[config.mk]
export PLATFORM = sky130hd
export DESIGN_NAME = gc_response_rx
export DESIGN_NICKNAME = d
export VERILOG_FILES = /design/src/rtl/gc_joybus_pkg.sv /design/src/rtl/gc_line_sync.sv /design/src/rtl/gc_response_rx.sv
export SDC_FILE = /design/constraint.sdc
export NUM_CORES = 1
export LEC_CHECK = 0
export CORE_MARGIN = 2
export CORE_UTILIZATION = 46
export CTS_BUF_LIST = sky130_fd_sc_hd__clkbuf_8 sky130_fd_sc_hd__clkbuf_16
export DETAILED_ROUTE_END_ITERATION = 7
export GPL_TIMING_DRIVEN = 1
export PLACE_DENSITY_LB_ADDON = 0.2
export SLEW_MARGIN = 20
export SYNTH_ARGS = -nofsm -noshare
export SYNTH_HDL_FRONTEND = slang
export SYNTH_SLANG_ARGS = --single-unit
[constraint.sdc]
create_clock -name clk100mhz -period 2.2 [get_ports clk100mhz]
set_input_delay 0.33 -clock clk100mhz [delete_from_list [all_inputs] [get_ports clk100mhz]]
set_output_delay 0.33 -clock clk100mhz [all_outputs]
set_load 0.1 [all_outputs]
[src/rtl/gc_joybus_pkg.sv]
// Joybus timing constants and FSM state encoding shared by the GameCube
// command transmitter and response receiver.
package gc_joybus_pkg;

  localparam int unsigned CYC_PER_US       = 100;
  localparam int unsigned BIT_CYC          = 400;
  localparam int unsigned RESP_BITS_DEF    = 64;
  localparam int unsigned THRESH_CYC_DEF   = 200;
  localparam int unsigned LOW_MAX_CYC_DEF  = 500;
  localparam int unsigned WAIT_MAX_CYC_DEF = 10000;

  typedef logic [2:0] gc_state_t;

  localparam gc_state_t ST_IDLE      = 3'd0;
  localparam gc_state_t ST_WAIT_FALL = 3'd1;
  localparam gc_state_t ST_LOW       = 3'd2;
  localparam gc_state_t ST_STOP      = 3'd3;
  localparam gc_state_t ST_DONE      = 3'd4;
  localparam gc_state_t ST_ERR       = 3'd5;

endpackage

[src/rtl/gc_line_sync.sv]
// Two-flop synchronizer for the open-drain data line plus edge detection
// against a third flop; reset to the idle (pulled-high) level.
module gc_line_sync (
  input  logic clk100mhz,
  input  logic reset,
  input  logic data_in,
  output logic level,
  output logic fall,
  output logic rise
);

  logic [2:0] sr;

  always_ff @(posedge clk100mhz) begin
    if (reset) sr <= '1;
    else       sr <= {sr[1:0], data_in};
  end

  assign level = sr[1];
  assign fall  = sr[2] & ~sr[1];
  assign rise  = ~sr[2] & sr[1];

endmodule

[src/rtl/gc_response_rx.sv]
// GameCube controller reply receiver: measures low pulses on the data line,
// shifts decoded bits MSB-first, checks the stop bit and flags timeouts/framing.
module gc_response_rx
  import gc_joybus_pkg::*;
#(
  parameter int unsigned RESP_BITS    = RESP_BITS_DEF,
  parameter int unsigned THRESH_CYC   = THRESH_CYC_DEF,
  parameter int unsigned LOW_MAX_CYC  = LOW_MAX_CYC_DEF,
  parameter int unsigned WAIT_MAX_CYC = WAIT_MAX_CYC_DEF
) (
  input  logic                 clk100mhz,
  input  logic                 reset,
  input  logic                 start,
  input  logic                 data_in,
  output logic [RESP_BITS-1:0] response,
  output logic                 valid,
  output logic                 busy,
  output logic                 err_timeout,
  output logic                 err_frame
);

  localparam int unsigned BIT_W  = $clog2(RESP_BITS + 1);
  localparam int unsigned WAIT_W = $clog2(WAIT_MAX_CYC + 1);

  localparam logic [BIT_W-1:0]  BIT_FULL  = BIT_W'(RESP_BITS);
  localparam logic [BIT_W-1:0]  BIT_LAST  = BIT_W'(RESP_BITS - 1);
  localparam logic [WAIT_W-1:0] WAIT_LAST = WAIT_W'(WAIT_MAX_CYC - 1);

  gc_state_t         state;
  logic [BIT_W-1:0]  bit_cnt;
  logic [WAIT_W-1:0] wait_cnt;
  logic [9:0]        low_cnt;
  logic [10:0]       low_width;
  logic              rx_bit;
  logic              line_level;
  logic              line_fall;
  logic              line_rise;

  gc_line_sync u_sync (
    .clk100mhz (clk100mhz),
    .reset     (reset),
    .data_in   (data_in),
    .level     (line_level),
    .fall      (line_fall),
    .rise      (line_rise)
  );

  // low_cnt restarts at 0 on the cycle the fall is seen, which is itself a
  // low sample, so the true low width is one more than the count.
  always_comb begin
    low_width = {1'b0, low_cnt} + 11'd1;
    rx_bit    = (low_width < 11'(THRESH_CYC));
  end

  always_ff @(posedge clk100mhz) begin
    if (reset) begin
      state       <= ST_IDLE;
      response    <= '0;
      bit_cnt     <= '0;
      wait_cnt    <= '0;
      low_cnt     <= '0;
      valid       <= 1'b0;
      busy        <= 1'b0;
      err_timeout <= 1'b0;
      err_frame   <= 1'b0;
    end else begin
      valid <= 1'b0;
      case (state)
        ST_IDLE: begin
          if (start) begin
            state       <= ST_WAIT_FALL;
            response    <= '0;
            bit_cnt     <= '0;
            wait_cnt    <= '0;
            err_timeout <= 1'b0;
            err_frame   <= 1'b0;
            busy        <= 1'b1;
          end
        end
        ST_WAIT_FALL, ST_STOP: begin
          if (line_fall) begin
            state   <= ST_LOW;
            low_cnt <= '0;
          end else if (wait_cnt == WAIT_LAST) begin
            state       <= ST_ERR;
            err_timeout <= 1'b1;
          end else begin
            wait_cnt <= wait_cnt + WAIT_W'(1);
          end
        end
        ST_LOW: begin
          if (low_cnt != '1) low_cnt <= low_cnt + 10'd1;
          if (line_rise) begin
            // bit_cnt == RESP_BITS means this low pulse was the stop bit
            if (bit_cnt < BIT_FULL) begin
              response <= {response[RESP_BITS-2:0], rx_bit};
              bit_cnt  <= bit_cnt + BIT_W'(1);
              wait_cnt <= '0;
              state    <= (bit_cnt == BIT_LAST) ? ST_STOP : ST_WAIT_FALL;
            end else begin
              state <= ST_DONE;
            end
          end else if (!line_level && low_width > 11'(LOW_MAX_CYC)) begin
            state     <= ST_ERR;
            err_frame <= 1'b1;
          end
        end
        ST_DONE: begin
          valid <= 1'b1;
          busy  <= 1'b0;
          state <= ST_IDLE;
        end
        ST_ERR: begin
          busy  <= 1'b0;
          state <= ST_IDLE;
        end
        default: state <= ST_IDLE;
      endcase
    end
  end

endmodule

==> flow_summary.ini, run 1 <==
[run]
max-cap-violations = 0

[logic_synthesis]
ys.flop_type = dfxtp_1
synth-edff-count = 0
syn_inst = 503
syn_area_sq_um = 4470
synth_top_cell_area_share_pct = 47.1
synthDistinctLibCells = 59
ys_warn_count = 0
avgSynthCellArea_sq_um = 8.88
async_flop_share_pct = 0
yosysTopAreaCell = dfxtp_1
ys_ff_latch = 105
syn-num-nets = 510
seq_area_frac_synth_pct = 47.1
synthTopCellsByArea = dfxtp_1, a22oi_1, nor2_1

[global_route]
track_usage_pct = 19.2
antenna_found_initial = 0
grt_max_degree = 66
globalRouteOverflowTotal = 0
first_global_vias = 3527
grt_pass1_wl_microns = 16300

[placement]
dpl.hpwl_microns = 6770
io_buffers = 71
gp_congestion = 0.887
pre_cts_slack_ns = -0.104

[power]
vdd_drop_max_v = 0.000416
power_density_nw_per_um2 = 830
p_leak_nw = 2.01

[clocking]
clockBufferDepth = 2
clk_pin_slew_ns = 0.11
clock_latency_ns = 0.37
htreeDepth = 3
cts_tree = built
numCtsBuffers = 9
cts.sinks = 105
root_buffer = clkbuf_8

[timing]
drv_slew = 0
fin_crit_ns = 2.08
setup_slack_ns = 0.118
rsz0062_at_grt = no
setup_viol = 0
relSlewSlack_pct = 68.0
hold_violations = 0
fmax_mhz = 480
tightest_slew_ns = 0.475
fin_crit_sh_pct = 94.6
holdWs_ns = 0.331
clock_skew_ns = 0.0143

[setup_path]
critPathKind = reg -> reg
end_kind = flip-flop
critPathLaunch = wait_cnt[5]
cp.required_ns = 2.44
regToRegStartpoint = wait_cnt[5]
critPathArrivalTime_ns = 2.32
cp-start-kind = flip-flop
path_max_fanout = 13

[finish]
syn2layout_area_growth_pct = 22.5
layout-drive-gt1-share_pct = 25.6
insertedDiodeCount = 0
nNetsFinal = 581

[routing]
dr_wl_met3_microns = 572
antenna_left = 0
dr_total_vias = 3860
wire_per_inst_microns = 14.0
drt-total-wl_microns = 9890
route.met2.wl_microns = 4600
top_layer_used = met4
met1Wirelength_microns = 4590
routed_via_density = 5.45
firstDrtPassIters = 5
drtIter0Drc = 163
drc = 0

[floorplanning]
num_rows = 35
coreArea_sq_um = 9330
die_y_microns = 103
dieArea_sq_um = 10500
start_util_pct = 47.9
boundaryPins = 72
die_w_microns = 103

[status]
outcome = finished, final reports clean

[min_path]
min_from = reset
worstHoldPathType = in -> reg
[worst max-delay path: stages, from the launching register on]
cell and delay, ns:
dfxtp_1 0.35, or4_4 0.55, nor4_4 0.28, a2111o_1 0.24, buf_12 0.16, buf_4 0.13, nor2_1 0.05, xnor2_1 0.15
nor2_1 0.06
[Yosys cell counts, types with 2 or more instances]
library cell,instances
nand4_1,8
or3_1,6
a21boi_0,2
buf_4,4
xor2_1,4
nor2b_1,5
nor3_1,8
nand3_1,5
nand2b_1,6
o21ai_0,12
xnor2_1,12
buf_2,8
nand2_1,22
nor4_2,2
and2_1,4
or2_2,4
buf_6,2
nor3b_1,2
o31a_1,2
ha_1,3
nand3b_1,3
a31oi_1,5
inv_1,6
a211oi_2,2
nor2_1,107
o41ai_1,2
nor3b_2,3
nor4_1,6
nor3_2,4
clkbuf_1,25
a21oi_1,17
and3_1,4
o21ai_1,4
a22oi_1,65
dfxtp_1,105
[sequential cells by signal, summed over array words and instances (netlist names)]
signal,count
response,64
u_sync.sr,3
low_cnt,10
valid,1
wait_cnt,14
err_frame,1
state,3
busy,1
bit_cnt,7
err_timeout,1
[cell usage in the layout, fill, tap and decap left out, drive strengths merged, types with 3 or more instances in the layout]
cell and instances:
ha 3, dfxtp 105, nor4 9, xor2 4, clkbuf 9, or3 6, nor3 12, inv 12
nand4 8, nor2b 5, nand2 23, and2 4, o21ai 16, a21oi 17, a31oi 5, or2 5
xnor2 12, nand2b 6, a22oi 65, nor2 107, and3 5, nand3b 3, a211oi 3, nor3b 5
buf 98, nand3 7
[power breakdown]
| part | leakage (nW) | switching [mW] | internal (mW) |
|---|---|---|---|
| clock | 0.103 | 0.726 | 0.447 |
| sequential | 0.849 | 0.0709 | 1.96 |
| combinational | 1.06 | 0.835 | 0.505 |
[kinds of logic after synthesis]
family,Yosys count,share of synthesized area [%]
buffers and inverters,46,4.76
XOR/XNOR,16,3.14
flip-flops,105,47.1
AO/OA/AOI/OAI,122,19.7
AND/OR/NAND/NOR,211,24.5
adder cells (fa/ha/maj),3,0.840
[repair_timing]
item,in CTS,in global routing
gates resized for setup,0,9
endpoints found under the setup margin,0,15
hold buffers,0,0
setup buffers,0,0
[stage by stage]
step / util [%] / TNS (ns) / cell area [sq um] / std cells / total power, mW
3_3_place_gp: 56.2 / -0.209 / 5250 / 692 / 3.38
2_1_floorplan: - / 0 / 4470 / 503 / 3.01
6_report: 58.7 / 0 / 5470 / 708 / 4.54
3_5_place_dp: 56.2 / -0.468 / 5250 / 692 / 3.40
4_1_cts: 58.3 / 0 / 5440 / 708 / 4.57
5_1_grt: 58.7 / 0 / 5470 / 708 / 4.77
[per-layer routing]
| layer | GRT usage (%) | vias to the layer above |
|---|---|---|
| li1 | - | 1934 |
| met1 | 24.9 | 1834 |
| met3 | 6.03 | 12 |
| met2 | 30.5 | 80 |
| met5 | 0 | - |
| met4 | 6.46 | 0 |
[layout make-up]
cell class              instances  area [sq um]
inverters                       6          22.5
clock inverters                 7          68.8
flip-flops and latches        105          2110
well taps                     129           161
multi-input cells             352          2190
clock buffers                   9           124
fillers                       822          3860
repair buffers                100           803
[worst paths after layout]
kind / slack (ns) / endpoint / depth (start not counted)
hold reg to reg: 0.42 / u_sync.sr[1] / 1
setup reg to reg: 0.12 / wait_cnt[2] / 8
setup / recovery: 0.12 / wait_cnt[2] / 8
hold / removal: 0.33 / wait_cnt[0] / 2
(Power assumes the default switching activity.)
==> inputs of run 2 (changes only) <==
--- a/config.mk
+++ b/config.mk
@@ -9,6 +9,7 @@
 export CORE_UTILIZATION = 46
 export CTS_BUF_LIST = sky130_fd_sc_hd__clkbuf_8 sky130_fd_sc_hd__clkbuf_16
 export DETAILED_ROUTE_END_ITERATION = 7
+export GPL_ROUTABILITY_DRIVEN = 0
 export GPL_TIMING_DRIVEN = 1
 export PLACE_DENSITY_LB_ADDON = 0.2
 export SLEW_MARGIN = 20
==> run 2 against run 1 <==
Net effect: worst hold slack improved by 0.017 ns; non-clock buffer count fell by 1; die area stayed put; sequential power barely moved; clock-buffer cell count did not move; combinational power is 4% higher; largest cell class unchanged; largest power group unchanged; global-route usage is 0.058 points higher; first-iteration DRC count rose by 6.7%; register-to-register slack worse by 0.02 ns.
==> flow_summary.ini, run 2 (same netlist as run 1, synthesis figures left out) <==
[global_route]
grt_pass1_wl_microns = 16400
antenna_found_initial = 0
first_global_vias = 3418
globalRouteOverflowTotal = 0
track_usage_pct = 19.3
grt_max_degree = 66

[setup_path]
end_kind = flip-flop
critPathKind = reg -> reg
path_max_fanout = 8
critPathArrivalTime_ns = 2.41
cp.required_ns = 2.51
crit_chain = buf_4 > nand3_4 > or3_4 > a221o_1 > a211oi_4 > o41a_2 > a32o_1
slowest_stage = or3_4
critPathLaunch = low_cnt[1]
cpPeakStageDelay_ns = 0.40
cp-start-kind = flip-flop
regToRegStartpoint = low_cnt[1]

[clocking]
cts_tree = built
clock_latency_ns = 0.36
clockBufferDepth = 2
clk_pin_slew_ns = 0.10
cts.sinks = 105
root_buffer = clkbuf_8
htreeDepth = 3
cts.hold.buffers_added = 0
numCtsBuffers = 9

[floorplanning]
die_y_microns = 103
boundaryPins = 72
start_util_pct = 47.9
num_rows = 35
dieArea_sq_um = 10500
coreArea_sq_um = 9330
die_w_microns = 103

[finish]
reg.largest.list = response: 64 flops, wait_cnt: 14 flops, low_cnt: 10 flops
syn2layout_area_growth_pct = 23.2
layout-drive-gt1-share_pct = 26.5
insertedDiodeCount = 0
largest_register_ffs = 64
nNetsFinal = 580
final_cell_mix = nor2_1, dfxtp_1, buf_4
regMostFlops = response
final_common_cell = nor2_1

[timing]
holdWs_ns = 0.349
fin_crit_ns = 2.10
clock_skew_ns = 0.00840
fmax_mhz = 475
hold_violations = 0
finalSetupTns_ns = 0
setup_viol = 0
setup_slack_ns = 0.0953
tightest_slew_ns = 0.460
relSlewSlack_pct = 69.0
rsz0062_at_grt = no
fin_crit_sh_pct = 95.7
drv_slew = 0

[routing]
routed_via_density = 5.44
dr_total_vias = 3844
firstDrtPassIters = 4
drt-total-wl_microns = 10100
antenna_left = 0
drc = 0
wire_per_inst_microns = 14.2
drtIter0Drc = 174

[status]
outcome = finished, final reports clean

[power]
p_leak_nw = 2.00
vdd_drop_max_v = 0.000439
power_density_nw_per_um2 = 850

[min_path]
min_from = reset
worstHoldPathType = in -> reg

[run]
max-cap-violations = 0

[placement]
dpl.hpwl_microns = 6690
pre_cts_slack_ns = -0.0965
io_buffers = 71
run 2: cell count changes in the layout (fill, tap and decap cells not counted), sizes merged:
cell | before | now
bufinv | 0 | 1
clkinvlp | 0 | 1
clkinv | 1 | 3
inv | 12 | 8
buf | 98 | 97
run 2: worst paths after layout:
path | cells after the start | slack [ns] | endpoint
setup reg to reg | 7 | 0.1 | state[0]
hold / removal | 2 | 0.35 | low_cnt[3]
hold reg to reg | 1 | 0.42 | u_sync.sr[1]
setup / recovery | 7 | 0.1 | state[0]
run 2: metrics by stage:
step	cell area (sq um)	power (mW)	utilization [%]	std cells
finish	5510	4.68	59.0	707
global route	5510	4.92	59.0	707
CTS	5440	4.67	58.3	707
detailed placement	5230	3.42	56.0	691
global placement	5230	3.39	56.0	691
floorplan	4470	3.01	-	503
run 2: power by group:
part	internal, mW	switching, mW	total (mW)
clock	0.549	0.707	1.26
combinational	0.526	0.868	1.39
sequential	1.96	0.0665	2.03
run 2: worst max-delay path: cells and delay by family, from the launching register on:
| kind | cells | cell delay, ns |
|---|---|---|
| DFF | 1 | 0.36 |
| AOI/OAI and AO/OA | 4 | 1.01 |
| buffers and inverters | 1 | 0.16 |
| and+or+nand+nor | 2 | 0.53 |
run 2: cell type report:
cell class,instances,area (sq um)
timing repair buffer,99,783
tap,129,161
multi-input combinational,352,2220
fill,842,3820
sequential,105,2110
clock inverter,7,86.3
inverter,6,22.5
clock buffer,9,124
run 2: per-layer routing:
layer | GRT usage, % | vias up | share of wire [%]
li1 | - | 1925 | -
met1 | 26.4 | 1817 | 46
met2 | 29.2 | 89 | 46
met3 | 5.56 | 13 | 5.9
met4 | 6.67 | 0 | 1.5
met5 | 0 | - | 0
run 2: what timing repair did:
item                                    CTS  global route
buffers inserted                          0             0
gates resized for setup                   0            16
cloned                                    0             0
endpoints found under the setup margin    3            16
pin swaps                                 0             1
